<file path="src/rtl/he_pkg.sv">
// he_pkg: shared constants, scheduler states and the rounding-divide function
// for the homomorphic multiplier back end.
package he_pkg;
    localparam int N       = 1024;
    localparam int ADDR_W  = 10;
    localparam int IN_W    = 120;
    localparam int OUT_W   = 30;
    localparam int SHIFT   = 90;
    localparam int NUM_REQ = 2;

    typedef enum logic [1:0] {IDLE, STREAM, DRAIN} state_t;

    // Round half up, then keep the low OUT_W bits; the extra carry bit lets
    // an all-ones input wrap cleanly to zero instead of saturating.
    function automatic logic [OUT_W-1:0] round_div(input logic [IN_W-1:0] a);
        return OUT_W'(({1'b0, a} + ((IN_W + 1)'(1) << (SHIFT - 1))) >> SHIFT);
    endfunction
endpackage

</file>
<file path="src/rtl/divround_core.sv">
// divround_core: two-stage rounding-divide pipeline; stage 1 aligns address and
// bank with the RAM read latency, stage 2 registers the rounded result.
module divround_core
    import he_pkg::*;
(
    input  logic              clk,
    input  logic              reset,
    input  logic              valid_in,
    input  logic [IN_W-1:0]   a,
    input  logic [ADDR_W-1:0] addr_in,
    input  logic              sel_in,
    output logic              valid_out,
    output logic [OUT_W-1:0]  result,
    output logic [ADDR_W-1:0] addr_out,
    output logic              sel_out
);
    logic              v1;
    logic              sel1;
    logic [ADDR_W-1:0] addr1;

    always_ff @(posedge clk) begin
        if (reset) begin
            v1        <= 1'b0;
            sel1      <= 1'b0;
            addr1     <= '0;
            valid_out <= 1'b0;
            result    <= '0;
            addr_out  <= '0;
            sel_out   <= 1'b0;
        end else begin
            v1        <= valid_in;
            valid_out <= v1;
            if (valid_in) begin
                addr1 <= addr_in;
                sel1  <= sel_in;
            end
            if (v1) begin
                result   <= round_div(a);
                addr_out <= addr1;
                sel_out  <= sel1;
            end
        end
    end
endmodule

</file>
<file path="src/rtl/divround_sched.sv">
// divround_sched: round-robin scheduler sharing one rounding-divide core between
// two product banks; each job streams N coefficients and pulses done when drained.
module divround_sched
    import he_pkg::*;
(
    input  logic               clk,
    input  logic               reset,
    input  logic [NUM_REQ-1:0] req,
    output logic [NUM_REQ-1:0] grant,
    output logic               busy,
    output logic [NUM_REQ-1:0] done,
    output logic               rd_en,
    output logic               rd_sel,
    output logic [ADDR_W-1:0]  rd_addr,
    input  logic [IN_W-1:0]    rd_data,
    output logic               wr_en,
    output logic               wr_sel,
    output logic [ADDR_W-1:0]  wr_addr,
    output logic [OUT_W-1:0]   wr_data
);
    state_t             state, state_n;
    logic [ADDR_W-1:0]  cnt, cnt_n;
    logic               owner, owner_n;
    logic               prio, prio_n;
    logic               pick;
    logic [NUM_REQ-1:0] done_n;

    always_ff @(posedge clk) begin
        if (reset) begin
            state <= IDLE;
            cnt   <= '0;
            owner <= 1'b0;
            prio  <= 1'b0;
            done  <= '0;
        end else begin
            state <= state_n;
            cnt   <= cnt_n;
            owner <= owner_n;
            prio  <= prio_n;
            done  <= done_n;
        end
    end

    // prio names the requester that wins a tie; it flips to the loser at grant.
    always_comb begin
        state_n = state;
        cnt_n   = cnt;
        owner_n = owner;
        prio_n  = prio;
        done_n  = '0;
        pick    = (&req) ? prio : req[1];
        case (state)
            IDLE: begin
                if (|req) begin
                    state_n = STREAM;
                    owner_n = pick;
                    prio_n  = ~pick;
                    cnt_n   = '0;
                end
            end
            STREAM: begin
                cnt_n   = (cnt == ADDR_W'(N - 1)) ? '0 : cnt + 1'b1;
                state_n = (cnt == ADDR_W'(N - 1)) ? DRAIN : STREAM;
            end
            DRAIN: begin
                cnt_n   = (cnt == ADDR_W'(1)) ? '0 : cnt + 1'b1;
                state_n = (cnt == ADDR_W'(1)) ? IDLE : DRAIN;
                done_n  = (cnt == ADDR_W'(1)) ? NUM_REQ'(1) << owner : '0;
            end
            default: state_n = IDLE;
        endcase
    end

    assign busy    = (state != IDLE);
    assign grant   = busy ? NUM_REQ'(1) << owner : '0;
    assign rd_en   = (state == STREAM);
    assign rd_sel  = owner;
    assign rd_addr = rd_en ? cnt : '0;

    divround_core u_core (
        .clk       (clk),
        .reset     (reset),
        .valid_in  (rd_en),
        .a         (rd_data),
        .addr_in   (rd_addr),
        .sel_in    (rd_sel),
        .valid_out (wr_en),
        .result    (wr_data),
        .addr_out  (wr_addr),
        .sel_out   (wr_sel)
    );
endmodule

</file>
<file path="config.mk">
export PLATFORM = sky130hd
export DESIGN_NAME = divround_sched
export DESIGN_NICKNAME = d
export VERILOG_FILES = /design/src/rtl/he_pkg.sv /design/src/rtl/divround_core.sv /design/src/rtl/divround_sched.sv
export SDC_FILE = /design/constraint.sdc
export NUM_CORES = 1
export LEC_CHECK = 0
export CORE_UTILIZATION = 57
export CTS_CLUSTER_DIAMETER = 200
export DETAILED_ROUTE_END_ITERATION = 7
export DONT_BUFFER_PORTS = 1
export GPL_ROUTABILITY_DRIVEN = 0
export PLACE_DENSITY_LB_ADDON = 0.3
export RECOVER_POWER = 100
export SYNTH_ARGS = -nofsm -noshare
export SYNTH_HDL_FRONTEND = slang
export SYNTH_SLANG_ARGS = --single-unit
</file>
<file path="constraint.sdc">
create_clock -name clk -period 1.8 [get_ports clk]
set_input_delay 0.18 -clock clk [delete_from_list [all_inputs] [get_ports clk]]
set_output_delay 0.18 -clock clk [all_outputs]
set_load 0.03 [all_outputs]
</file>
# After elaboration in Yosys (flattened, before gate mapping)
# Cells that the tools add are included.
[totals]
word_cells = 42
reg_bits = 70
out_inout_bits = 59
input_bits = 124
[op_classes]
n_addsub = 2
bitwise = 3
mux = 11
eq_ne = 5
n_reduce_logical = 8
shifts = 1
[op_table]
columns = ["op", "n"]
rows = [
  ["120-bit by 90-bit adder with 120-bit output, second input constant", 1],
  ["10-bit 2-to-1 mux", 4],
  ["10-bit one-hot mux with 3 select lines", 1],
  ["10-bit by 1-bit adder with 10-bit output, second input constant", 1],
  ["10-bit by 1-bit == test with 1-bit output, second input constant", 1],
  ["10-bit == test, second input constant", 1],
  ["2-bit 2-to-1 mux", 4],
  ["2-bit one-hot mux with 3 select lines", 1],
  ["2-bit AND reduction", 3],
  ["1-bit NOT", 3],
  ["3-bit nonzero test", 1],
  ["3-bit OR reduction", 1],
  ["2-bit by 1-bit == test with 1-bit output, second input constant", 1],
  ["2-bit == test, second input constant", 1],
  ["2-bit logical NOT", 1],
  ["2-bit inequality test, second input constant", 1],
  ["2-bit nonzero test", 1],
  ["2-bit OR reduction", 1],
  ["1-bit by 1-bit left shift with 2-bit output, first input constant", 1],
  ["1-bit 2-to-1 mux", 1],
]

# Logic depth before layout (Yosys ltp)
[logic_depth]
depth_word = 3
ltp_mapped = 8
mapped_depth_nobuf = 6

# Cells and area by module
# From an unflattened synthesis, not the netlist that was laid out.
[unflattened]
cells_unflattened = 450
hier_area_um2 = 3759.9
[modules_own_cells]
columns = ["module", "area_per_inst_um2", "cells_each", "n_inst", "seq_area_each_um2"]
rows = [
  ["divround_core", 2613.8, 304, 1, 1081.0],
  ["divround_sched", 1146.1, 146, 1, 320.3],
]

# Worst setup path after synthesis
# Ideal clock, no wire load.
[synth_path]
kind = "register to register"
from = "register state[0]"
to = "register cnt[8]"
arrival_ns = 1.754
path_slack_ns = -0.096
path_stages_with_launch = 9
n_path_buf = 2
synth_period_minus_slack_ns = 1.896
path_cell_list = "dfxtp_1 inv_1 ha_1 clkbuf_1 nor3b_1 clkbuf_1 nor2_1 a41oi_1 a211oi_1"
[synth_between]
elab_chain_len = 3
word_cells_on_any_way = 7
[synth_lines]
columns = ["item", "line_no", "rtl"]
rows = [
  ["start: declaration", "divround_sched.sv:21", "state_t state, state_n;"],
  ["start signal: assignment", "divround_sched.sv:36", "state <= state_n;"],
  ["2-bit by 1-bit == test with 1-bit output, or another cell as far along", "divround_sched.sv:52", "case (state)"],
  ["3-bit nonzero test (no line) / 2-bit inequality test (equally long branches)", "-", ""],
  ["2-bit AND reduction (no line)", "-", ""],
  ["end signal: assignment", "divround_sched.sv:37", "cnt <= cnt_n;"],
  ["end: declaration", "divround_sched.sv:22", "logic [ADDR_W-1:0] cnt, cnt_n;"],
]
# Several ways; a longest one is shown, not always the timed one.
# A chain may end at the register's enable or synchronous reset.

# Final worst setup path
[layout_path]
from = "register state[0]"
to = "register cnt[9]"
# Same word-level chain as after synthesis.

==> out/metrics.csv <==
stage;metric;value;unit
status;status;complete, no violations;
detailed_routing;drc;0;
clock_network;cts.sinks;70;
sta;slew_headroom;40.0;%
worst_setup_path;cp.arrival;1980;ps
finish;drive_gt1_share;14.0;%
logic_synthesis;synth_warnings;0;
global_route;grt_pass1_vias;2909;
detailed_routing;firstDrtPassIters;4;
sta;finalHoldViolations;0;
global_route;grt_max_degree;67;
logic_synthesis;async_flop_share;0;%
clock_network;cts-buffers-inserted;9;
placed_design;dpl.hpwl;5.39;mm
worst_setup_path;worstPathRequired;2040;ps
finish;nNetsFinal;540;
power;p_per_area;899;nW/um2
detailed_routing;wl_per_cell;16.5;um
detailed_routing;via_per_inst;6.20;
global_route;grt_pass1_wl;12.9;mm
sta;setup_viol;0;
clock_network;cts_tree;done;
finish;n_antenna_cell;0;
sta;post-route-min-period;1740;ps
detailed_routing;ant_nets;0;
global_route;grt_use_total;26.3;%
global_route;antenna_found_initial;0;
sta;fmax;0.576;GHz
logic_synthesis;synthCells;398;
logic_synthesis;synth_edf_count;0;
sta;min_period_over_period;96.5;%
detailed_routing;wl;8.02;mm
clock_network;cts-htree-levels;3;
detailed_routing;dr_total_vias;3013;
sta;rsz0062_at_grt;true;
logic_synthesis;synth_seq_area_share;41.2;%
global_route;globalRouteOverflowTotal;0;
clock_network;root_buffer;clkbuf_8;
power;leakagePower;1.32;nW
floorplan;core;5640;um2
clock_network;clock_latency;340;ps
detailed_routing;first_iter_violations;117;
sta;finClkSkew;13.5;ps
flow_run;max_cap_violations;0;
logic_synthesis;synth_seq_cells;70;
floorplan;die_area;6280;um2
logic_synthesis;syn-cell-area;3400;um2
floorplan;die_y;79.2;um
worst_setup_path;worstSetupPathType;flip-flop to flip-flop;
logic_synthesis;synth_flop_cell;dfxtp_1;
floorplan;start_util;60.3;%
floorplan;chipWidth;79.2;um
placed_design;place_ws;-13.3;ps
power;peakVddDrop;0.745;mV
worst_setup_path;crit_path_cell_trace;inv_1 -> ha_1 -> nor3b_2 -> buf_4 -> nor3_2 -> nand4_1 -> a221oi_1;
placed_design;portBuffers;0;
logic_synthesis;synth_nets;529;
sta;worst_slack;62.8;ps
sta;tightest_slew;900;ps
power;finalPower;0.00351;W
logic_synthesis;synth_cell_types;45;
worst_setup_path;cp_slowest_stage_delay;380;ps
clock_network;clockBufferDepth;2;
finish;area_growth;14.9;%
worst_setup_path;crit_slowest_cell;dfxtp_1;
clock_network;post-cts-setup-buffer-count;0;
sta;slew_viol_final;0;
worst_setup_path;worstPathMaxFanout;11;
worst_setup_path;critPathCaptureType;flip-flop;
floorplan;placementRows;27;
floorplan;num_io_pins;183;
sta;holdWs;17.1;ps
worst_setup_path;critPathLaunchType;flip-flop;
logic_synthesis;synth.avg_cell_area;8.54;um2
clock_network;clk_pin_slew;80;ps
hold_path;hold_path.class;input pin to flip-flop;
-- layout by cell type (no fill, tap or decap), drive strengths merged, types with 9 or more instances in the layout --
cell,Yosys,routed
xor2,10,10
or4,9,9
nand3,13,13
clkbuf,22,14
nand2,20,20
buf,9,24
mux2i,13,13
a21oi,15,15
a211oi,16,16
a311oi,14,14
nand4,14,14
o21ai,13,13
inv,13,14
and2,13,13
dfxtp,70,70
nor2,59,59
-- worst paths after layout --
check / cells past startpoint / startpoint / endpoint / slack, ps
setup / recovery: 7 / state[0]$_SDFFE_PP0P_ / cnt[9]$_SDFFE_PP0P_ / 60
hold reg to reg: 2 / state[1]$_SDFFE_PP0P_ / state[1]$_SDFFE_PP0P_ / 480
setup reg to reg: 7 / state[0]$_SDFFE_PP0P_ / cnt[9]$_SDFFE_PP0P_ / 60
hold / removal: 2 / rd_data[106] / u_core.result[16]$_SDFFE_PP0P_ / 20
-- layer usage --
metal  wire length, um  GRT usage [%]  vias to the layer above
li1                  -              -                     1486
met1              3190           28.2                     1406
met2              4040           44.9                      113
met3               730           9.89                        8
met4                60           13.1                        0
met5                 0              0                        -
-- final cells by class --
type                       instances  area [um2]
tap                               72        90.1
inverter                          13        48.8
multi-input combinational        284        1880
timing repair buffer              31         258
sequential                        70        1400
fill                             467        1740
clock buffer                      11         141
clock inverter                     5        81.3
-- synth_stat cells (all sizes together) (7+ instances only) --
cell type  number  share of area (%)
dfxtp          70                 41
nor2           59                6.5
clkbuf         22                2.4
nand2          20                2.2
a211oi         16                3.5
a21oi          15                2.2
a311oi         14                3.6
nand4          14                3.0
and2           13                2.4
inv            13                1.4
mux2i          13                3.8
nand3          13                1.9
o21ai          13                1.9
xor2           10                2.6
buf             9                1.5
or4             9                2.0
nor4            8                1.5
o31ai           8                1.8
and4            7                1.8
ha              7                2.6
-- worst max-delay path: cells and delay by family (launching register included) --
kind | cells | cell delay (ps)
and+or+nand+nor | 3 | 510
DFF | 1 | 380
AOI/OAI and AO/OA | 1 | 270
buffers and inverters | 2 | 250
adders and majority gates | 1 | 220
-- per-stage QoR --
step                setup TNS, ps  instances  util (%)  instance area, um2
CTS                             0        486      68.4                3860
detailed placement          -13.3        465      63.0                3550
finish                          0        486      69.2                3910
floorplan                       0        398         -                3400
global placement            -7.16        465      63.0                3550
global route                -78.7        486      69.2                3910
-- power breakdown --
group	switching (W)	internal [W]
Clock	0.000591	0.000821
Combinational	0.000204	0.000135
Sequential	0.000150	0.00161
Total	0.000945	0.00257
-- kinds of logic after synthesis --
logic type,count (synthesis),synth area share (%)
xor gates and xnor gates,16,4.12
and+or+nand+nor,163,25.1
buffers and inverters,44,5.41
AOI/OAI and AO/OA,85,17.7
adders and majority gates,7,2.58
muxes,13,3.83
DFF,70,41.2
-- timing repair --
item                                    4_1_cts  5_1_grt
hold buffers                                  5        0
hold endpoints to repair                     67        0
gates resized for setup                       2       15
endpoints found under the setup margin        2       15
pin swaps                                     0        1
-- registers in the layout, indices dropped and copies added, names as in the netlist --
register and cells:
u_core.result 30, cnt 10, state 2, u_core.v1 1
u_core.valid_out 1, u_core.sel1 1, done 2, u_core.addr1 10
prio 1, u_core.sel_out 1, rd_sel 1, u_core.addr_out 10
No activity file was read; power rests on OpenSTA's default activity.
